===== src/rtl/qed_pkg.sv =====
// Shared constants for the QED replay queue: RISC-V opcodes, the NOP
// encoding, register-field bit positions and the replay FSM state type.
package qed_pkg;

    localparam logic [6:0] OPC_OP     = 7'b0110011;
    localparam logic [6:0] OPC_OP_IMM = 7'b0010011;
    localparam logic [6:0] OPC_LOAD   = 7'b0000011;
    localparam logic [6:0] OPC_STORE  = 7'b0100011;
    localparam logic [6:0] OPC_LUI    = 7'b0110111;
    localparam logic [6:0] OPC_AUIPC  = 7'b0010111;

    // addi x0, x0, 0
    localparam logic [31:0] NOP_INST = 32'h00000013;

    localparam int OPC_HI = 6;
    localparam int OPC_LO = 0;
    localparam int RD_HI  = 11;
    localparam int RD_LO  = 7;
    localparam int RS1_HI = 19;
    localparam int RS1_LO = 15;
    localparam int RS2_HI = 24;
    localparam int RS2_LO = 20;

    typedef enum logic [0:0] {
        ST_ORIG = 1'b0,
        ST_DUP  = 1'b1
    } state_t;

endpackage


===== src/rtl/qed_inst_remap.sv =====
// Combinational register remap for QED duplicates: every nonzero register
// field the opcode actually uses is shifted by REG_OFFSET (mod 32) so the
// duplicate runs in the other half of the register file. Immediates,
// funct fields and the opcode are passed through untouched.
module qed_inst_remap
    import qed_pkg::*;
#(
    parameter int INST_LEN   = 32,
    parameter int REG_OFFSET = 16
) (
    input  logic [INST_LEN-1:0] inst,
    output logic [INST_LEN-1:0] inst_remap
);

    // bit 0 = rd, bit 1 = rs1, bit 2 = rs2
    logic [2:0] fld_used;
    logic [4:0] fld_in  [3];
    logic [4:0] fld_out [3];

    // Decide which register fields this opcode really reads or writes
    always_comb begin
        fld_used = 3'b000;
        case (inst[OPC_HI:OPC_LO])
            OPC_OP:                fld_used = 3'b111;
            OPC_OP_IMM, OPC_LOAD:  fld_used = 3'b011;
            OPC_STORE:             fld_used = 3'b110;
            OPC_LUI, OPC_AUIPC:    fld_used = 3'b001;
            default:               fld_used = 3'b000;
        endcase
    end

    assign fld_in[0] = inst[RD_HI:RD_LO];
    assign fld_in[1] = inst[RS1_HI:RS1_LO];
    assign fld_in[2] = inst[RS2_HI:RS2_LO];

    // x0 is hard-wired zero in both copies, so it is never relocated
    generate
        for (genvar gi = 0; gi < 3; gi++) begin : g_fld
            assign fld_out[gi] = (fld_used[gi] && (fld_in[gi] != 5'd0))
                               ? fld_in[gi] + 5'(REG_OFFSET)
                               : fld_in[gi];
        end
    endgenerate

    // Splice the relocated fields back into the original encoding
    always_comb begin
        inst_remap                = inst;
        inst_remap[RD_HI:RD_LO]   = fld_out[0];
        inst_remap[RS1_HI:RS1_LO] = fld_out[1];
        inst_remap[RS2_HI:RS2_LO] = fld_out[2];
    end

endmodule


===== src/rtl/qed_replay_queue.sv =====
// QED replay queue: passes original instructions through to the core with
// one cycle of latency while recording a remapped duplicate of each, then
// on request replays the recorded duplicates in order.
module qed_replay_queue
    import qed_pkg::*;
#(
    parameter int INST_LEN   = 32,
    parameter int DEPTH      = 8,
    parameter int REG_OFFSET = 16
) (
    input  logic                       clk,
    input  logic                       reset_x,
    input  logic                       ena,
    input  logic                       exec_dup,
    input  logic [INST_LEN-1:0]        ifu_instruction,
    input  logic                       ifu_vld,
    output logic                       ifu_rdy,
    input  logic                       stall_IF,
    output logic [INST_LEN-1:0]        qed_instruction,
    output logic                       qed_vld_out,
    output logic [$clog2(DEPTH):0]     q_count,
    output logic                       dup_done
);

    localparam int PTR_W = $clog2(DEPTH);
    localparam int CNT_W = PTR_W + 1;

    // Storage is deliberately left without reset; occupancy lives in count_reg
    logic [INST_LEN-1:0] mem [DEPTH];

    state_t              state_reg;
    logic [PTR_W-1:0]    wr_ptr_reg;
    logic [PTR_W-1:0]    rd_ptr_reg;
    logic [CNT_W-1:0]    count_reg;
    logic [INST_LEN-1:0] qed_inst_reg;
    logic                qed_vld_reg;
    logic                dup_done_reg;

    logic [INST_LEN-1:0] dup_inst;
    logic                adv;
    logic                full;
    logic                empty;
    logic                start_dup;
    logic                push;
    logic                pop;
    logic                last_pop;

    qed_inst_remap #(
        .INST_LEN   (INST_LEN),
        .REG_OFFSET (REG_OFFSET)
    ) u_remap (
        .inst       (ifu_instruction),
        .inst_remap (dup_inst)
    );

    assign adv       = ena & ~stall_IF;
    assign full      = (count_reg == CNT_W'(DEPTH));
    assign empty     = (count_reg == '0);
    // A replay request only counts when there is something to replay
    assign start_dup = (state_reg == ST_ORIG) & exec_dup & ~empty;
    assign ifu_rdy   = (state_reg == ST_ORIG) & ~full & ~start_dup;
    assign push      = adv & ifu_vld & ifu_rdy;
    assign pop       = adv & ((state_reg == ST_DUP) | start_dup) & ~empty;
    assign last_pop  = pop & (count_reg == CNT_W'(1));

    // Duplicate storage write port
    always_ff @(posedge clk) begin
        if (push) begin
            mem[wr_ptr_reg] <= dup_inst;
        end
    end

    // Replay FSM, pointers, occupancy and the registered output stage
    always_ff @(posedge clk or negedge reset_x) begin
        if (!reset_x) begin
            state_reg    <= ST_ORIG;
            wr_ptr_reg   <= '0;
            rd_ptr_reg   <= '0;
            count_reg    <= '0;
            qed_inst_reg <= INST_LEN'(NOP_INST);
            qed_vld_reg  <= 1'b0;
            dup_done_reg <= 1'b0;
        end else if (adv) begin
            if (pop) begin
                qed_inst_reg <= mem[rd_ptr_reg];
                qed_vld_reg  <= 1'b1;
                rd_ptr_reg   <= rd_ptr_reg + 1'b1;
                count_reg    <= count_reg - 1'b1;
            end else if (push) begin
                qed_inst_reg <= ifu_instruction;
                qed_vld_reg  <= 1'b1;
                wr_ptr_reg   <= wr_ptr_reg + 1'b1;
                count_reg    <= count_reg + 1'b1;
            end else begin
                qed_inst_reg <= INST_LEN'(NOP_INST);
                qed_vld_reg  <= 1'b0;
            end
            dup_done_reg <= last_pop;
            // A single-entry replay finishes in the same cycle it starts
            if (last_pop) begin
                state_reg <= ST_ORIG;
            end else if (start_dup) begin
                state_reg <= ST_DUP;
            end
        end
    end

    assign qed_instruction = qed_inst_reg;
    assign qed_vld_out     = qed_vld_reg;
    assign q_count         = count_reg;
    assign dup_done        = dup_done_reg;

endmodule


===== config.mk =====
export PLATFORM = sky130hd
export DESIGN_NAME = qed_replay_queue
export DESIGN_NICKNAME = d
export VERILOG_FILES = /design/src/rtl/qed_pkg.sv /design/src/rtl/qed_inst_remap.sv /design/src/rtl/qed_replay_queue.sv
export SDC_FILE = /design/constraint.sdc
export NUM_CORES = 1
export LEC_CHECK = 0
export BUFFER_PORTS_ARGS = -buffer_cell sky130_fd_sc_hd__buf_2
export CAP_MARGIN = 10
export CORE_MARGIN = 2
export CORE_UTILIZATION = 43
export CTS_BUF_LIST = sky130_fd_sc_hd__clkbuf_16
export DETAILED_ROUTE_END_ITERATION = 6
export GPL_TIMING_DRIVEN = 0
export PLACE_DENSITY = 0.65
export SYNTH_ARGS = -nofsm -noshare
export SYNTH_HDL_FRONTEND = slang
export SYNTH_SLANG_ARGS = --single-unit
export TNS_END_PERCENT = 20

===== constraint.sdc =====
create_clock -name clk -period 5.9 [get_ports clk]
set_input_delay 0.295 -clock clk [delete_from_list [all_inputs] [get_ports clk]]
set_output_delay 0.295 -clock clk [all_outputs]
set_load 0.05 [all_outputs]

==> Word-level counts from Yosys, hierarchy flattened <==
Memory sizes are Yosys's and may differ from the RTL's.
Cells that the tools add are included.
{ "totals": {"regBits": 45, "mem_bits_rw": 256, "inputBits": 38, "out_inout_bits": 39, "word_cells": 68, "memories": 1} }
{ "op_classes": {"add_sub_neg": 7, "eq_ne": 8, "muxes": 13, "n_bitwise": 17, "n_reduce_logical": 15} }
{ "memory_table": {"columns": ["name", "words", "word_bits", "read_ports", "rd_ports_with_merged_regs", "write_ports", "line", "source"], "rows": [
  ["mem", 8, 32, 1, 0, 1, "qed_replay_queue.sv:29", "logic [INST_LEN-1:0] mem [DEPTH];"]
]} }
{ "ops": {"columns": ["operator", "count"], "rows": [
  ["two-way mux 32 bit", 2],
  ["== test 7 x 6 -> 1 bit, second input constant", 3],
  ["adder 5 bit, second input constant", 3],
  ["two-way mux 5 bit", 3],
  ["nonzero test 5 bit", 3],
  ["== test 7 x 5 -> 1 bit, second input constant", 2],
  ["one-hot mux 3 bit (4 select lines)", 1],
  ["bitwise AND 1 bit", 10],
  ["two-way mux 4 bit", 2],
  ["== test 7 x 2 -> 1 bit, second input constant", 1],
  ["adder 3 x 1 -> 3 bit, second input constant", 2],
  ["NOT 1 bit", 6],
  ["AND reduction 2 bit", 3],
  ["two-way mux 1 bit", 5],
  ["adder 4 x 1 -> 4 bit, second input constant", 1],
  ["== test 4 x 1 -> 1 bit, second input constant", 1],
  ["== test 4 bit, second input constant", 1],
  ["logical NOT 4 bit", 1],
  ["nonzero test 2 bit", 2],
  ["OR reduction 2 bit", 2],
  ["subtractor 4 x 1 -> 4 bit, second input constant", 1],
  ["logical AND 1 bit", 3],
  ["AND reduction 3 bit", 1],
  ["OR 1 bit", 1]
]} }

==> Depth between registers and ports, before layout <==
Gate-level depths: netlist (run 1).
{ "logic_depth": {"ltp_word": 9, "ltp_mapped": 9} }

==> Hierarchy <==
Synthesis (run 1) repeated with hierarchy kept, for this count alone.
{ "unflattened": {"hier_cells": 607, "area_unflattened_um2": 12072.8} }
{ "modules_own_cells": {"columns": ["mod", "n_inst", "cells_each", "area_each_um2", "seq_area_each_um2"], "rows": [
  ["qed_replay_queue", 1, 563, 11750.0, 8817.2],
  ["qed_inst_remap", 1, 44, 322.8, 0.0]
]} }

==> Worst setup path before layout (run 1) <==
Ideal clock, no wire load.
{ "synth_timing": {"path_kind": "reg2reg", "startpoint": "reg count_reg[1] (netlist: q_count[1])", "endpoint": "mem mem[4][0] (enable)", "arrival_ns": 4.966, "required_ns": 5.387, "slack_ns": 0.421, "path_stages_with_launch": 8, "path_buffers": 2, "period_less_slack_ns": 5.479, "cell_sequence": "dfrtp_1 -> inv_1 -> ha_1 -> buf_6 -> nand3b_1 -> o211ai_2 -> buf_2 -> nor4b_1"} }
{ "synth_via": {"elab_chain_cells": 8} }
{ "synth_lines": {"columns": ["item", "line", "source"], "rows": [
  ["start: declaration", "qed_replay_queue.sv:34", "logic [CNT_W-1:0] count_reg;"],
  ["start signal: assignment", "qed_replay_queue.sv:88", "count_reg <= count_reg - 1'b1;"],
  ["start signal: assignment", "qed_replay_queue.sv:93", "count_reg <= count_reg + 1'b1;"],
  ["logical NOT 4 bit", "qed_replay_queue.sv:58", "assign empty = (count_reg == '0);"],
  ["NOT 1 bit", "qed_replay_queue.sv:60", "assign start_dup = (state_reg == ST_ORIG) & exec_dup & ~empty;"],
  ["bitwise AND 1 bit", "qed_replay_queue.sv:60", null],
  ["NOT 1 bit", "qed_replay_queue.sv:61", "assign ifu_rdy = (state_reg == ST_ORIG) & ~full & ~start_dup;"],
  ["bitwise AND 1 bit *", "qed_replay_queue.sv:61", null],
  ["bitwise AND 1 bit *", "qed_replay_queue.sv:62", "assign push = adv & ifu_vld & ifu_rdy;"],
  ["two-way mux 1 bit *", "qed_replay_queue.sv:68", "if (push) begin"],
  ["two-way mux 1 bit (implied by the code) *", "qed_replay_queue.sv:69", "mem[wr_ptr_reg] <= dup_inst;"],
  ["end: declaration", "qed_replay_queue.sv:29", null]
]} }
Every way passes the cells marked *; elsewhere a longest branch is shown, timed or not.

==> Worst setup path after layout (run 1) <==
{ "layout_timing": {"startpoint": "reg count_reg[1] (netlist: q_count[1])", "endpoint": "mem mem[5][13] (enable)"} }
Same word-level chain as after synthesis.

==> results of run 1 <==
worst max-delay path: cells and delay by family, from the launching register on:
kind / cells / cell delay [ns]
buffers and inverters: 7 / 1.36
AO/OA/AOI/OAI: 1 / 0.19
flip-flops: 1 / 0.45
AND/OR/NAND/NOR: 2 / 0.70
adder cells (fa/ha/maj): 1 / 0.16
where the power goes:
group	switching, uW	internal, uW	total [uW]
sequential	119	2460	2580
combinational	1180	772	1950
clock	783	1010	1790
final timing paths:
path / to / slack (ns) / cells after the start
max: mem[5][13] / 2.74 / 11
min: mem[4][14] / 0.03 / 1
max reg2reg: mem[5][13] / 2.74 / 11
min reg2reg: qed_vld_out / 0.49 / 2
max in group asynchronous: qed_instruction[1] / 4.95 / 3
min in group asynchronous: qed_instruction[30] / 0.29 / 2
cells by family after synthesis:
family | count (synthesis)
buffers and inverters | 39
flip-flops | 301
XOR/XNOR | 6
AND/OR/NAND/NOR | 46
AO/OA/AOI/OAI | 87
multiplexers | 100
adder cells (fa/ha/maj) | 5
stage by stage:
stage               area [um2]  total power (uW)  hold WS, ns  std cells
global placement         12600              4540        0.466       1001
floorplan                11800              4090    -0.000591        584
detailed placement       13100              4590        0.467       1039
CTS                      14000              6380      0.00786       1095
global route             14000              6610       0.0220       1097
finish                   14000              6330       0.0305       1097
synth_stat cells (3+ instances only):
cell type / instances
a21oi_1: 5
a22oi_1: 29
buf_2: 14
buf_4: 3
buf_6: 9
clkbuf_1: 6
dfrtp_1: 42
dfstp_2: 3
edfxtp_1: 256
ha_1: 5
inv_1: 4
mux2i_1: 34
mux4_2: 64
nand2_1: 18
nor2_1: 6
nor3_1: 3
nor4_1: 5
o211ai_1: 7
o21ai_0: 3
o21ai_1: 29
xnor2_1: 5
layer usage:
layer	GRT usage	vias up	part of all wire
met5	0	-	0.00042
met4	0.0546	2	0.023
met1	0.248	3243	0.41
met2	0.325	231	0.51
met3	0.0253	42	0.055
li1	-	2711	-
layout by cell type (no fill, tap or decap), types with 3 or more instances in the layout:
master	netlist	layout
nand2_1	18	18
o21ai_0	3	3
mux2i_1	34	34
o21ai_1	29	29
clkbuf_16	0	30
clkinv_1	0	5
a22oi_1	29	29
buf_6	9	18
mux4_2	64	64
xnor2_1	5	5
o211ai_1	7	7
a21oi_1	5	5
nor4_1	5	3
buf_4	3	27
clkbuf_1	6	6
buf_2	14	90
dfrtp_1	42	42
nor2_1	6	6
edfxtp_1	256	256
clkinv_2	0	8
buf_8	0	5
ha_1	5	5
dfstp_2	3	3
inv_1	4	11
cell type report:
type,instances,area share
flip-flops and latches,301,0.629
plain buffers,34,0.0160
well taps,341,0.0304
clock buffers,30,0.0535
inverters,5,0.00134
repair buffers,116,0.0547
multi-input cells,244,0.202
clock inverters,26,0.0132
==> key figures, run 1 <==
Global route
  – Grt ovf: 0
  – Initial antenna violation count: 1
  – Pin count of the biggest net entering global routing: 46
  – Vias in the first global route: about 6600
  – First-pass GRT wire length: about 40 mm
  – GRT Overall Usage: 0.187

Finish
  – Biggest register: mem
  – Share of cells above drive strength 1: 0.356
  – Max reg flops: between 200 and 300
  – Final Net Count: 775
  – Register area: approximately 0.0088 mm2
  – Area of the multi-input gates: 0.00283 mm2
  – Layout area overhead: 18.4%
  – Core Util, Final: 0.519
  – Total of fill cells in the finished design: ~2100
  – Ant. Diodes: 0

Yosys
  – Yosys top cell by area: edfxtp_1
  – Synth Area in Compound Gates: 0.0502
  – Yosys Warn Count: 0
  – Main area contributors after synthesis: edfxtp_1 65%, mux4_2 12%, dfrtp_1 8.9%, mux2i_1 2.9%, a22oi_1 1.8%
  – Post-synth EDFFs: 256
  – Multiplexer share of the synthesized area: 0.152
  – Largest family of logic cells by synthesized area: multiplexers
  – Top FF cell, synth: edfxtp_1
  – Post-synthesis cell type count: 47
  – Net count after synthesis: 627
  – Synth top area share: 0.649
  – Seq/Total Area, Yosys: 0.745
  – Avg Cell Area, Syn: 20.3 um2
  – Async S/R FF share, synth: 0.150
  – #FFs+latches synth: ~300
  – Post-Synth Adder-Cell Area: 0.00528
  – Mapped Area: ~0.012 mm2
  – Syn Inst Count: 584
  – Post-synthesis simple-gate area fraction: 0.0217
  – Post-synthesis xor/xnor area fraction: 0.00507

STA
  – Clock period minus final worst setup slack: 3.16 ns
  – Max-slew violation count: 0
  – Final period util: 0.535
  – Final setup margin: 2.74 ns
  – Slew margin rel.: 0.399
  – Worst-case clock skew: between 0.015 and 0.02 ns
  – RSZ-0062 raised after global routing: false
  – # setup viols final: 0
  – Post-Route Setup TNS: 0 ns
  – Max Freq: 317 MHz
  – Final Hold Fails: 0
  – Measured slew at the worst slew-check pin: roughly 0.9 ns

Clock network
  – TritonCTS clock tree: done
  – Clk root buf: clkbuf_16
  – H-tree depth: 1
  – Worst-Skew Late Latency: 0.56 ns
  – CTS resizes: 0
  – CTS max path bufs: 3
  – Hold Buf Count CTS: 0
  – Postcts setup bufs: 0
  – CTS sink count: 301
  – Worst-path clk slew: around 0.06 ns
  – TritonCTS buffer count: 30

Route
  – Vias: 6229
  – ANT nets after route: 0
  – Vias per cell: 5.68
  – Drt initial violations: 506
  – DRC errors left: 0
  – Routed wire length: 26.3 mm
  – WL per Instance: 24.0 um
  – TritonRoute pass-1 iters: 5

Worst setup path
  – Worst r2r src: q_count[1]
  – CP max stage delay: just under 0.5 ns
  – Critical Path RT: 6.16 ns
  – Most used cell, CP: buf_4
  – Crit end category: flip-flop
  – Crit Path Category: flip-flop to flip-flop
  – Startpoint types: flip-flop
  – Critical path fanouts, max: 10
  – Critical Path AT: 3.42 ns
  – Cells along the critical path: inv_1 > ha_1 > buf_6 > nor2b_1 > o211ai_2 > buf_2 > nor4b_2 > buf_4 > buf_4 > buf_4 > buf_4
  – CP max-delay cell: nor4b_2
  – Worst Setup SP: q_count[1]

Worst hold path
  – Hold crit path type: input port to flip-flop
  – Hold_sp: ifu_instruction[14]

Status
  – Status: finished clean

Die
  – Initial cell density of the core: 0.438
  – Chip Width: between 150 and 200 um
  – Die Span Y: 170 um
  – DIE AREA: 0.0289 mm2
  – FP Rows: 60
  – Core Area: approximately 0.027 mm2
  – # IOs: 77

Placement
  – Port Buf Inserts: 76
  – Hpwl dp: roughly 18 mm
  – GP Congestion: around 0.77
  – Dpl ws: ~2.7 ns

Flow run
  – MaxCap Viol Count: 0

Pwr
  – Leak Pwr: 0.00494 uW
  – Pwr dens: 451 mW/mm2
  – Worst IR Drop VDD: 0.000225 V
No activity file was read; power rests on OpenSTA's default activity.
==> run 2: changes to the inputs <==
--- a/config.mk
+++ b/config.mk
@@ -12,7 +12,7 @@
 export CTS_BUF_LIST = sky130_fd_sc_hd__clkbuf_16
 export DETAILED_ROUTE_END_ITERATION = 6
 export GPL_TIMING_DRIVEN = 0
-export PLACE_DENSITY = 0.65
+export PLACE_DENSITY = 0.67
 export SYNTH_ARGS = -nofsm -noshare
 export SYNTH_HDL_FRONTEND = slang
 export SYNTH_SLANG_ARGS = --single-unit
==> constraint.sdc (replaced) <==
create_clock -name clk -period 2.61 [get_ports clk]
set_input_delay 0.1305 -clock clk [delete_from_list [all_inputs] [get_ports clk]]
set_output_delay 0.1305 -clock clk [all_outputs]
set_load 0.05 [all_outputs]
==> run 2 against run 1 <==
  * Flip-flop and latch count did not move
  * Power up 130%
  * Die area stayed put
  * Critical path depth decreased by 2
  * Sequential power increased by 130%
  * Largest cell class unchanged
  * Hold slack better by 0.033 ns
  * Fmax increased by 22%
  * Final area grew 3.2%
  * Combinational power grew 130%
  * Global-route usage is 0.071 points higher
  * Register-to-register slack worse by 2.7 ns
==> key figures, run 2 (synthesis results as in run 1) <==
Worst setup path
  – Critical Path RT: 2.87 ns (was 6.16 ns)
  – Cells along the critical path: inv_2 > ha_4 > buf_8 > nor2b_4 > o211ai_4 > buf_12 > nor4b_4 > buf_6 > buf_12 (was inv_1 > ha_1 > buf_6 > nor2b_1 > o211ai_2 > buf_2 > nor4b_2 > buf_4 > buf_4 > buf_4 > buf_4)
  – Crit Path Category: flip-flop to flip-flop (unchanged)
  – Worst r2r src: q_count[1] (unchanged)
  – Critical Path AT: 2.85 ns (was 3.42 ns)
  – Startpoint types: flip-flop (unchanged)
  – CP max-delay cell: nor4b_4 (was nor4b_2)
  – FF-to-FF End: mem[3][20] (was mem[5][13])
  – Critical path fanouts, max: 10 (unchanged)
  – CP max stage delay: 0.52 ns (was 0.49 ns)
  – R2R depth: 9 (was 11)
  – Most used cell, CP: buf_12 (was buf_4)
  – R2R Setup Slk: 0.02 ns (was 2.74 ns)
  – Crit end category: flip-flop (unchanged)

Die
  – Die Span Y: 170 um (unchanged)
  – Core Area: 0.0270 mm2 (unchanged)
  – # IOs: 77 (unchanged)
  – DIE AREA: 0.0289 mm2 (unchanged)
  – Chip Width: 170 um (unchanged)
  – FP Rows: 60 (unchanged)
  – Initial cell density of the core: 0.438 (unchanged)

Route
  – Routed wire length: 26.5 mm (was 26.3 mm)
  – Highest metal layer with signal wires: met4 (was met5)
  – Met2 WL post-DR: 13.5 mm (about the same)
  – Met3 Wirelength: 1.34 mm (was 1.46 mm)
  – DRT met1 WL: 10.9 mm (was 10.8 mm)
  – Drt initial violations: 412 (was 506)
  – Vias: 6334 (was 6229)
  – Vias per cell: 5.66 (was 5.68)
  – DRC errors left: 0 (unchanged)
  – ANT nets after route: 0 (unchanged)
  – WL per Instance: 23.6 um (was 24.0 um)
  – TritonRoute pass-1 iters: 6 (was 5)

Global route
  – Grt ovf: 0 (unchanged)
  – Vias in the first global route: 6771 (was 6644)
  – GRT Overall Usage: 0.188 (was 0.187)
  – Initial antenna violation count: 0 (was 1)
  – First-pass GRT wire length: 40.3 mm (was 40.1 mm)
  – Pin count of the biggest net entering global routing: 46 (unchanged)

Clock network
  – TritonCTS clock tree: done (unchanged)
  – H-tree depth: 1 (unchanged)
  – CTS sink count: 301 (unchanged)
  – Worst-Skew Late Latency: 0.55 ns (was 0.56 ns)
  – Clk root buf: clkbuf_16 (unchanged)
  – Worst-path clk slew: 0.06 ns (about the same)
  – TritonCTS buffer count: 30 (unchanged)
  – CTS max path bufs: 3 (unchanged)

STA
  – Slew margin rel.: 0.454 (was 0.399)
  – Post-Route Setup TNS: 0 ns (unchanged)
  – # setup viols final: 0 (unchanged)
  – Final Hold Fails: 0 (unchanged)
  – Max-slew violation count: 0 (unchanged)
  – RSZ-0062 raised after global routing: true (was false)
  – Measured slew at the worst slew-check pin: 0.811 ns (was 0.897 ns)
  – Worst-case clock skew: 0.00808 ns (was 0.0178 ns)
  – Clock period minus final worst setup slack: 2.59 ns (was 3.16 ns)
  – Max Freq: 386 MHz (was 317 MHz)
  – Final period util: 0.993 (was 0.535)
  – WHS: 0.0632 ns (was 0.0305 ns)

Worst hold path
  – Hold_sp: stall_IF (was ifu_instruction[14])
  – Hold crit path type: input port to flip-flop (unchanged)
  – Hold EP: qed_instruction[4] (was mem[4][14])
  – Hold path depth: 4 (was 1)

Placement
  – Port Buf Inserts: 76 (unchanged)
  – Hpwl dp: 17.2 mm (was 17.5 mm)
  – GP Congestion: 0.739 (was 0.771)

Pwr
  – Logic pwr share: 0.310 (was 0.308)
  – Int Pwr: 9730 uW (was 4250 uW)
  – Pwr dens: 998 mW/mm2 (was 451 mW/mm2)
  – Sw Pwr: 4710 uW (was 2080 uW)
  – Worst IR Drop VDD: 0.000494 V (was 0.000225 V)
  – Seq pwr share: 0.407 (was 0.408)
  – Sw Share: 0.326 (was 0.329)
  – Clk network pwr share: 0.282 (was 0.283)
  – Leak Pwr: 0.00507 uW (was 0.00494 uW)

Finish
  – Layout area overhead: 22.3% (was 18.4%)
  – Max reg flops: 256 (unchanged)
  – Most frequent cells in the layout: 256 x edfxtp_1, 89 x buf_2, 64 x mux4_2 (was 256 x edfxtp_1, 90 x buf_2, 64 x mux4_2)
  – Ant. Diodes: 0 (unchanged)
  – Leading cell type in the layout, fill and taps excluded: edfxtp_1 (unchanged)
  – Share of cells above drive strength 1: 0.335 (was 0.356)
  – Biggest register: mem (unchanged)
  – Final Net Count: 797 (was 775)

Status
  – Status: finished clean (unchanged)

Flow run
  – MaxCap Viol Count: 0 (unchanged)
==> run 2: changes by cell type in the layout (fill, tap and decap cells not counted), sizes merged <==
cell / change
dlygate4sd3: +34
clkinv: -2
inv: +1
clkbuf: +1
buf: -12
==> run 2: power groups by stage <==
stage	clock network [uW]	registers, uW	logic [uW]
4_1_cts	4150	5890	4550
3_5_place_dp	0	5980	4480
2_1_floorplan	0	6840	2510
3_3_place_gp	0	5960	4380
5_1_grt	4340	5930	4800
6_report	4080	5880	4480
==> run 2: critical path: cells and delay by family, from the launching register on <==
family | cells | cell delay (ns)
fa+ha+maj | 1 | 0.13
simple gates | 2 | 0.70
compound gates | 1 | 0.14
flops | 1 | 0.46
buf+inv | 5 | 0.83
==> run 2: repair_timing <==
| action | 4_1_cts | 5_1_grt |
|---|---|---|
| hold buffers | 35 | 0 |
| setup endpoints to repair | 90 | 42 |
| resized for setup | 6 | 2 |
| hold endpoints to repair | 305 | 0 |
| pin swaps | 3 | 1 |
| setup buffers | 3 | 1 |
==> run 2: final cells by class <==
class	instances	area (um2)
inverter	5	18.8
clock inverter	25	169
fill	2115	12600
sequential	301	8820
timing repair buffer	138	1110
buffer	34	243
multi-input combinational	244	2910
tap	341	427
clock buffer	31	776
==> run 2: routing by layer <==
layer	vias to the layer above	track usage
li1	2758	-
met1	3318	0.247
met2	203	0.324
met3	55	0.0265
met4	0	0.0635
met5	-	0
==> run 2: worst max path at each step <==
stage,startpoint,end,slack (ns),cells after the start
global route,q_count[1],mem[5][22],-0.09,9
CTS,q_count[0],mem[6][21],-0.12,9
floorplan,q_count[1],mem[3][0],-0.35,7
global placement,q_count[0],mem[4][16],-1.34,7
detailed placement,q_count[0],mem[7][17],-0.25,9
finish,q_count[1],mem[3][20],0.02,9
==> run 2: per-stage QoR <==
stage	utilization	cell area [um2]	power [uW]	cells	setup slack [ns]
after global routing	0.536	14500	15100	1119	-0.0859
after floorplan	-	12000	9350	584	-0.347
after detailed placement	0.484	13100	10500	1023	-0.251
after global placement	0.473	12800	10300	1001	-1.34
final	0.536	14500	14400	1119	0.0173
after CTS	0.534	14400	14600	1117	-0.117
==> run 3: changes to the inputs <==
--- a/config.mk
+++ b/config.mk
@@ -11,8 +11,9 @@
 export CORE_UTILIZATION = 43
 export CTS_BUF_LIST = sky130_fd_sc_hd__clkbuf_16
 export DETAILED_ROUTE_END_ITERATION = 6
-export GPL_TIMING_DRIVEN = 0
+export GPL_TIMING_DRIVEN = 1
 export PLACE_DENSITY = 0.67
+export SETUP_SLACK_MARGIN = 0.05
 export SYNTH_ARGS = -nofsm -noshare
 export SYNTH_HDL_FRONTEND = slang
 export SYNTH_SLANG_ARGS = --single-unit
==> run 3 against run 2 <==
  * Clock power up 4%
  * Flip-flop and latch count unchanged
  * Critical path type unchanged
  * Routed wire length fell by 5.9%
  * Cell count shrank 3.0%
  * Register-to-register slack improved by 0.34 ns
  * Sequential power grew 3%
==> key figures, run 3 (synthesis results as in run 1) <==
STA
  – Max Freq: 445 MHz (was 386 MHz)
  – Final setup margin: 0.362 ns (was 0.0173 ns)
  – Final period util: 0.861 (was 0.993)
  – Worst-case clock skew: 0.0221 ns (was 0.00808 ns)
  – Slew margin rel.: 0.304 (was 0.454)
  – # setup viols final: 0 (unchanged)
  – Measured slew at the worst slew-check pin: 1.04 ns (was 0.811 ns)
  – RSZ-0062 raised after global routing: false (was true)
  – Post-Route Setup TNS: 0 ns (unchanged)
  – Max-slew violation count: 0 (unchanged)
  – Final Hold Fails: 0 (unchanged)
  – Clock period minus final worst setup slack: 2.25 ns (was 2.59 ns)

Worst setup path
  – R2R Setup Slk: 0.36 ns (was 0.02 ns)
  – Worst r2r src: q_count[0] (was q_count[1])
  – Crit end category: flip-flop (unchanged)
  – FF-to-FF End: mem[2][18] (was mem[3][20])
  – Critical path fanouts, max: 20 (was 10)
  – Startpoint types: flip-flop (unchanged)
  – R2R depth: 7 (was 9)
  – Critical Path RT: 2.81 ns (was 2.87 ns)
  – Worst Setup SP: q_count[0] (was q_count[1])
  – Crit Path Category: flip-flop to flip-flop (unchanged)
  – CP endpoint: mem[2][18] (was mem[3][20])
  – Critical Path AT: 2.45 ns (was 2.85 ns)

Finish
  – Post-Layout Cell Count: 1085 (was 1119)
  – Layout area overhead: 19.7% (was 22.3%)
  – Total of fill cells in the finished design: 2086 (was 2115)
  – Most frequent cells in the layout: 256 x edfxtp_1, 76 x buf_2, 64 x mux4_2 (was 256 x edfxtp_1, 89 x buf_2, 64 x mux4_2)
  – Leading cell type in the layout, fill and taps excluded: edfxtp_1 (unchanged)
  – Ant. Diodes: 0 (unchanged)
  – Share of cells above drive strength 1: 0.335 (about the same)
  – Biggest register: mem (unchanged)
  – Final Net Count: 765 (was 797)
  – Max reg flops: 256 (unchanged)

Route
  – WL per Instance: 23.0 um (was 23.6 um)
  – Highest metal layer with signal wires: met4 (unchanged)
  – Met2 WL post-DR: 12.6 mm (was 13.5 mm)
  – ANT nets after route: 0 (unchanged)
  – Vias per cell: 5.65 (was 5.66)
  – Drt initial violations: 617 (was 412)
  – TritonRoute pass-1 iters: 5 (was 6)
  – DRT met1 WL: 10.5 mm (was 10.9 mm)
  – Met3 Wirelength: 1.44 mm (was 1.34 mm)
  – Routed wire length: 24.9 mm (was 26.5 mm)
  – Vias: 6130 (was 6334)
  – DRC errors left: 0 (unchanged)

Pwr
  – Worst IR Drop VDD: 0.000526 V (was 0.000494 V)
  – Leak Pwr: 0.00488 uW (was 0.00507 uW)
  – Pwr dens: 1030 mW/mm2 (was 998 mW/mm2)
  – Clk network pwr share: 0.293 (was 0.282)
  – Sw Pwr: 4740 uW (was 4710 uW)
  – Logic pwr share: 0.291 (was 0.310)
  – Seq pwr share: 0.417 (was 0.407)
  – Int Pwr: 9790 uW (was 9730 uW)
  – Sw Share: 0.326 (about the same)

Clock network
  – TritonCTS buffer count: 29 (was 30)
  – CTS sink count: 301 (unchanged)
  – Clk root buf: clkbuf_16 (unchanged)
  – TritonCTS clock tree: done (unchanged)
  – CTS resizes: 0 (was 6)
  – Worst-path clk slew: 0.07 ns (was 0.06 ns)
  – CTS max path bufs: 3 (unchanged)
  – Worst-Skew Late Latency: 0.55 ns (about the same)
  – H-tree depth: 1 (unchanged)

Global route
  – Vias in the first global route: 6513 (was 6771)
  – Pin count of the biggest net entering global routing: 67 (was 46)
  – Initial antenna violation count: 0 (unchanged)
  – Grt ovf: 0 (unchanged)
  – First-pass GRT wire length: 38.7 mm (was 40.3 mm)
  – GRT Overall Usage: 0.176 (was 0.188)

Status
  – Status: finished clean (unchanged)

Die
  – FP Rows: 60 (unchanged)
  – # IOs: 77 (unchanged)
  – Chip Width: 170 um (unchanged)
  – DIE AREA: 0.0289 mm2 (unchanged)
  – Die Span Y: 170 um (unchanged)
  – Core Area: 0.0270 mm2 (unchanged)
  – Initial cell density of the core: 0.438 (unchanged)

Worst hold path
  – Hold crit path type: input port to flip-flop (unchanged)

Placement
  – GP Congestion: 0.788 (was 0.739)
  – Port Buf Inserts: 76 (unchanged)
  – Placed Cells: 997 (was 1023)
  – Dpl ws: 0.395 ns (was -0.251 ns)
  – Hpwl dp: 15.2 mm (was 17.2 mm)

Flow run
  – MaxCap Viol Count: 0 (unchanged)
-- run 3: how the worst min path moves through the flow --
stage | depth (start not counted) | slack, ns | startpoint | to
floorplan | 0 | -0.17 | reset_x | dup_done
global placement | 1 | 0.37 | reset_x | qed_instruction[29]
detailed placement | 1 | 0.38 | reset_x | qed_instruction[25]
CTS | 4 | 0.005 | ifu_vld | q_count[2]
global route | 4 | 0.03 | ifu_vld | q_count[2]
finish | 4 | 0.04 | ifu_vld | q_count[2]
-- run 3: final cells by class --
class / count / area (um2) / area share
inverter: 5 / 18.8 / 0.00132
multi-input combinational: 244 / 2900 / 0.205
clock inverter: 24 / 250 / 0.0177
clock buffer: 29 / 726 / 0.0512
tap: 341 / 427 / 0.0301
timing repair buffer: 141 / 1020 / 0.0719
sequential: 301 / 8830 / 0.623
-- run 3: per-layer routing --
metal	GRT usage	vias up
met1	0.240	3222
met2	0.301	196
met4	0.0416	0
li1	-	2679
met3	0.0274	33
met5	0	-
-- run 3: stage by stage --
step	instance area, um2	hold slack [ns]	total power, uW	util
after floorplan	12000	-0.165	9350	-
after global placement	12800	0.366	10300	0.475
after detailed placement	12800	0.385	10400	0.475
after CTS	14200	0.00509	14700	0.524
after global routing	14200	0.0346	15100	0.524
final	14200	0.0397	14500	0.524
-- run 3: power by group through the flow --
stage | registers, uW | logic (uW) | clock network, uW
after floorplan | 6840 | 2510 | 0
after global placement | 6130 | 4150 | 0
after detailed placement | 6160 | 4230 | 0
after CTS | 6060 | 4280 | 4330
after global routing | 6110 | 4480 | 4540
final | 6050 | 4220 | 4260
-- run 3: critical path, stage by stage, from the launching register on --
cell	delay, ns
dfrtp_2	0.46
inv_2	0.09
ha_4	0.20
nor2b_4	0.18
o211ai_2	0.08
buf_4	0.22
nor4b_4	0.30
buf_4	0.36
-- run 3: repair_timing --
item | CTS | global route
setup buffers | 0 | 0
hold buffers | 35 | 0
endpoints found under the hold margin | 293 | 0
